===== config.mk =====
export PLATFORM = sky130hd
export DESIGN_NAME = odd_parity_frame_rx
export DESIGN_NICKNAME = d
export VERILOG_FILES = /design/src/rtl/odd_parity_frame_rx.sv
export SDC_FILE = /design/constraint.sdc
export NUM_CORES = 1
export LEC_CHECK = 0
export ABC_CLOCK_PERIOD_IN_PS = 3400
export BUFFER_PORTS_ARGS = -buffer_cell sky130_fd_sc_hd__buf_4
export CORE_UTILIZATION = 55
export DETAILED_ROUTE_END_ITERATION = 10
export PLACE_DENSITY = 0.83
export SLEW_MARGIN = 0
export SYNTH_ARGS = -nofsm -noshare
export SYNTH_HDL_FRONTEND = slang
export SYNTH_SLANG_ARGS = --single-unit

===== constraint.sdc =====
create_clock -name clk -period 3.4 [get_ports clk]
set_input_delay 0.68 -clock clk [delete_from_list [all_inputs] [get_ports clk]]
set_output_delay 0.68 -clock clk [all_outputs]
set_load 0.01 [all_outputs]

===== src/rtl/odd_parity_frame_rx.sv =====
// Odd-parity frame receiver: start, DATA_W data bits LSB first, odd parity, stop.
// Advances one line bit per bit_valid strobe and reports word/status as one-cycle pulses.
module odd_parity_frame_rx #(
  parameter int unsigned DATA_W    = 3,
  parameter int unsigned ERR_CNT_W = 8
) (
  input  logic                 clk,
  input  logic                 rst,
  input  logic                 bit_valid,
  input  logic                 rx_bit,
  output logic [DATA_W-1:0]    data_out,
  output logic                 data_valid,
  output logic                 parity_err,
  output logic                 frame_err,
  output logic                 busy,
  output logic [ERR_CNT_W-1:0] err_count
);

  localparam int unsigned CNT_W = (DATA_W > 1) ? $clog2(DATA_W) : 1;

  typedef enum logic [1:0] {
    ST_IDLE,
    ST_DATA,
    ST_PARITY,
    ST_STOP
  } state_t;

  state_t               state, state_n;
  logic [CNT_W-1:0]     cnt, cnt_n;
  logic [DATA_W-1:0]    shreg, shreg_n;
  logic                 par, par_n;
  logic                 ok, ok_n;
  logic [DATA_W-1:0]    data_out_n;
  logic                 data_valid_n;
  logic                 parity_err_n;
  logic                 frame_err_n;
  logic [ERR_CNT_W-1:0] err_count_n;

  // State and output registers; reset drops any partial frame
  always_ff @(posedge clk) begin
    if (rst) begin
      state      <= ST_IDLE;
      cnt        <= '0;
      shreg      <= '0;
      par        <= 1'b0;
      ok         <= 1'b0;
      data_out   <= '0;
      data_valid <= 1'b0;
      parity_err <= 1'b0;
      frame_err  <= 1'b0;
      err_count  <= '0;
    end else begin
      state      <= state_n;
      cnt        <= cnt_n;
      shreg      <= shreg_n;
      par        <= par_n;
      ok         <= ok_n;
      data_out   <= data_out_n;
      data_valid <= data_valid_n;
      parity_err <= parity_err_n;
      frame_err  <= frame_err_n;
      err_count  <= err_count_n;
    end
  end

  // Next-state and output decode; pulses default low so they last one cycle
  always_comb begin
    state_n      = state;
    cnt_n        = cnt;
    shreg_n      = shreg;
    par_n        = par;
    ok_n         = ok;
    data_out_n   = data_out;
    data_valid_n = 1'b0;
    parity_err_n = 1'b0;
    frame_err_n  = 1'b0;
    err_count_n  = err_count;

    if (bit_valid) begin
      case (state)
        ST_IDLE: begin
          if (!rx_bit) begin
            state_n = ST_DATA;
            cnt_n   = '0;
            par_n   = 1'b0;
          end
        end
        ST_DATA: begin
          shreg_n[cnt] = rx_bit;
          par_n        = par ^ rx_bit;
          if (cnt == CNT_W'(DATA_W - 1)) begin
            cnt_n   = '0;
            state_n = ST_PARITY;
          end else begin
            cnt_n = cnt + CNT_W'(1);
          end
        end
        ST_PARITY: begin
          // odd parity holds when data plus parity bit carry an odd number of ones
          ok_n    = par ^ rx_bit;
          state_n = ST_STOP;
        end
        ST_STOP: begin
          if (rx_bit) begin
            data_out_n   = shreg;
            data_valid_n = 1'b1;
            parity_err_n = ~ok;
          end else begin
            frame_err_n = 1'b1;
          end
          state_n = ST_IDLE;
        end
        default: state_n = ST_IDLE;
      endcase
    end

    // saturating error count, bumped on the same edge that raises an error pulse
    if ((parity_err_n || frame_err_n) && (err_count != '1)) begin
      err_count_n = err_count + ERR_CNT_W'(1);
    end
  end

  // Frame-in-progress flag decoded straight from the state register
  assign busy = (state != ST_IDLE);

endmodule


After elaboration in Yosys (flattened, before gate mapping)
Cells that the tools add are included.
Cells by class
  $add $sub $neg: 2
  magnitude comparators: 2
  eq/ne operators: 7
  muxes and demuxes: 18
  bitwise operators: 4
  reduce and logical (&&, ||, !) cells: 12
Operators by type and width (count)
  $mux W1: 9
  $reduce_and A3 Y1: 3
  $add A8 B1 Y8 const B: 1
  $mux W2: 4
  $ne A8 B8 Y1 const B: 1
  $pmux W2 S4: 1
  $eq A2 B2 Y1 const B: 3
  $ne A2 B2 Y1 const B: 2
  $pmux W2 S2: 1
  $reduce_and A2 Y1: 2
  $reduce_bool A2 Y1: 2
  $bwmux W3: 1
  $lt A2 B3 Y1 const B: 1
  $not A1 Y1: 3
  $reduce_or A3 Y1: 1
  $add A2 B1 Y2 const B: 1
  $demux W1 S2: 1
  $eq A2 B1 Y1 const B: 1
  $ge A2 B1 Y1 const B: 1
  $logic_and A1 B1 Y1: 2
  $logic_not A2 Y1: 1
  $pmux W1 S2: 1
  $logic_or A1 B1 Y1: 1
  $xor A1 B1 Y1: 1
Word-level totals
  register bits after elaboration: 23
  logic and storage cells: 55

Depth between registers and ports, before layout
  word-level depth: 6
  gate-level depth with buffers: 6

Worst setup path before layout
OpenSTA, ideal clock, no wires.
  path kind: input to register
  from: input port rx_bit
  to: register state[1]
  arrival time: 1.405 ns
  data required time: 3.272 ns
  setup slack: 1.868 ns
  stages on the path: 5
  path buffers: 1
  cell sequence: buf_2 -> a21boi_2 -> a21boi_2 -> mux2i_1 -> nor2_1
Between the ends
  cells in the longest elaborated chain, start to end: 2
Ends and longest elaborated chain
  start: declaration: line 10  | input logic rx_bit,
  $ne A2 B2 Y1 (no source line)
  $reduce_and A3 Y1 (no source line)
  end signal: assignment: line 53  | state <= state_n;
  end: declaration: line 28  | state_t state, state_n;
Every way passes these cells.
A chain may end at the register's enable or synchronous reset.

Worst setup path in the final report
  from: register state[0]
  to: output port busy
Between the ends
  cells in the longest elaborated chain, start to end: 1
Ends and longest elaborated chain
  $reduce_bool A2 Y1: line 124  | assign busy = (state != ST_IDLE);
  end: declaration: line 15  | output logic busy,
Every way passes these cells.

==> run_results.csv <==
group,metric,value,unit
yosys,synth_area,1080,µm²
final_layout,final_nets,142,
grt,grtUsageTotal,20.8,%
die,die_y,46.2,µm
yosys,syn_area_per_cell,9.52,µm²
critical_path,r2r_start,"state[0]",
final_layout,finalInstanceArea,1250,µm²
critical_path,crit_fanout,6,
detailed_routing,totalWireLength,1.90,mm
detailed_routing,num_vias,849,
sta,slew_headroom,72.5,%
grt,antenna_found_initial,0,
pwr,p_sw_share,24.9,%
detailed_routing,drt_iter0_markers,15,
cts,root_buffer,"clkbuf_4",
final_layout,drive_above_1_share,22.0,%
flow_run,cap_viol_max_count,0,
die,dieArea,2140,µm²
placed_design,placed_area,1220,µm²
yosys,synth_cell_type_count,38,
sta,fin_crit,1.95,ns
die,core_area,1780,µm²
sta,hold_violations,0,
grt,grt_use_met1,24.8,%
sta,tns,0,ns
sta,setup_viol,0,
sta,maxSlewViolCount,0,
pwr,p_per_area,360,nW/µm²
final_layout,final_common_cell,"dfxtp_1",
critical_path,critPathKind,"reg2out",
die,num_rows,15,
placed_design,gp_congestion,0.824,
cts,cts_num_sinks,23,
critical_path,crit_end,"busy",
detailed_routing,wl_per_cell,12.1,µm
pwr,clkPwrFrac,27.9,%
cts,cts-buffers-inserted,3,
critical_path,crit_start,"state[0]",
pwr,internal_power,0.337,mW
final_layout,finish.utilization,70.0,%
worst_hold_path,worstHoldPathType,"reg2reg",
grt,use_met2,32.1,%
yosys,ys_seq_area_share,42.8,%
yosys,synth_edf_count,0,
final_layout,mostFrequentLayoutCells,"dfxtp_1 (23), nor2_1 (18), buf_4 (18), mux2i_1 (9), nand2_1 (6)",
sta,max_freq,0.512,GHz
final_layout,diodes,0,
die,io_pins,19,
yosys,ys_ff_latch,23,
cts,cts_setup_buffers,0,
cts,holdBufCountCts,0,
run_status,status,"finished, final reports clean",
critical_path,required,2.72,ns
pwr,power.switching,0.112,mW
grt,busiest_layer,"met2",
critical_path,rrSetupSlack,1.84,ns
final_layout,area_growth,15.9,%
cts,cts_tree,"built",
cts,clock_latency,0.31,ns
placed_design,dpl.hpwl,1.37,mm
detailed_routing,postRouteAntennaNets,0,
yosys,synth.net_count,122,
final_layout,fillCellCount,144,
pwr,irDropWorstVdd,0.326,mV
cts,clk_pin_slew_worst_paths,0.12,ns
die,die_w,46.2,µm
detailed_routing,drc,0,
sta,fin_skew,0.00127,ns
sta,finalCritPeriodShare,57.5,%
detailed_routing,dr.pass1.iters,4,
grt,met3_usage,8.24,%
final_layout,stdcell_count,157,
cts,htree_levels,1,
critical_path,r2r_end,"state[1]",
grt,first_global_vias,726,
yosys,yosysWarnings,0,
pwr,p_leak,0.584,nW
die,start_util,60.4,%
sta,worstMarginPinSlew,0.406,ns
grt,grt_pass1_wl,3.04,mm
detailed_routing,routed_via_density,5.41,
worst_hold_path,hold_depth,1,
pwr,combPwrFrac,10.2,%
grt,grt_overflow,0,
placed_design,dp_cells,153,
cts,post_cts_resize_count,0,
pwr,seq_power_share,61.9,%
yosys,async_flop_share,0,%
critical_path,worst-r2r-cell-count,6,
critical_path,cp-start-kind,"flop",
yosys,synthCells,113,
critical_path,crit_path_end_kind,"output pin",
grt,grt_max_degree,22,
yosys,synth_flop_cell,"dfxtp_1",
placed_design,portBuffers,18,
critical_path,arrival,1.27,ns
cts,clock_path_buffers,2,
sta,rsz0062_at_grt,"no",
==> layout make-up <==
class	count	area (µm²)	share of cell area (%)
flip-flops and latches	23	460	36.9
clock inverters	1	5.00	0.401
repair buffers	18	135	10.8
multi-input cells	83	578	46.3
clock buffers	3	22.5	1.81
inverters	4	15.0	1.20
well taps	25	31.3	2.51
==> cell usage after synthesis, types with 2 or more instances <==
| cell type | n | share of area, % |
|---|---|---|
| and3b_1 | 2 | 1.6 |
| nor2_1 | 18 | 6.3 |
| nand2_1 | 6 | 2.1 |
| a311oi_1 | 2 | 1.6 |
| or3_1 | 3 | 1.7 |
| dfxtp_1 | 23 | 43 |
| nand3_1 | 3 | 1.4 |
| a21boi_2 | 2 | 2.1 |
| a21oi_1 | 4 | 1.9 |
| inv_1 | 4 | 1.4 |
| mux2i_1 | 9 | 8.4 |
| ha_1 | 5 | 5.8 |
| nor3_1 | 3 | 1.4 |
| o21ai_0 | 4 | 1.9 |
| xor2_1 | 2 | 1.6 |
==> power by group through the flow <==
stage                     clock [mW]  sequential (mW)  combinational (mW)
after floorplan                    0            0.283              0.0340
after global placement             0            0.283              0.0441
after detailed placement           0            0.284              0.0458
after CTS                      0.130            0.278              0.0460
after global routing           0.138            0.278              0.0515
final                          0.125            0.278              0.0459
==> cell families (layout without fill, tap and decap cells) <==
family | after synthesis | after routing | share of synthesized area, %
adders and majority gates | 5 | 5 | 5.81
and+or+nand+nor | 46 | 46 | 22.2
DFF | 23 | 23 | 42.8
muxes | 9 | 9 | 8.37
xor gates and xnor gates | 3 | 3 | 2.44
buffers and inverters | 7 | 26 | 3.49
AOI/OAI and AO/OA | 20 | 20 | 14.9
==> per-layer routing <==
metal	part of all wire (%)	vias up	routed length, µm
li1	-	440	-
met2	46	13	872
met4	1.9	0	36
met5	0	-	0
met1	49	391	924
met3	3.5	5	67
==> how the worst min path moves through the flow <==
stage | from | end | slack (ns)
finish | ok | parity_err | 0.47
global route | ok | parity_err | 0.47
CTS | ok | parity_err | 0.47
detailed placement | ok | parity_err | 0.45
global placement | ok | parity_err | 0.44
floorplan | ok | parity_err | 0.41
==> metrics by stage <==
stage	power, mW	hold WS (ns)	setup slack [ns]
global placement	0.328	0.441	1.67
CTS	0.454	0.465	1.44
global route	0.468	0.473	1.35
floorplan	0.317	0.415	1.87
finish	0.449	0.474	1.45
detailed placement	0.330	0.446	1.62
==> registers in the layout (all words and copies together), names as in the netlist <==
name and count:
err_count 8, data_out 3, shreg 3, cnt 2
state 2, data_valid 1, frame_err 1, ok 1
par 1, parity_err 1
==> worst max-delay path: stages, from the launching register on <==
cell     delay, ns
dfxtp_1       0.41
inv_1         0.08
ha_1          0.28
inv_1         0.08
buf_4         0.11
Note: power is estimated with default switching activity, not from simulation.
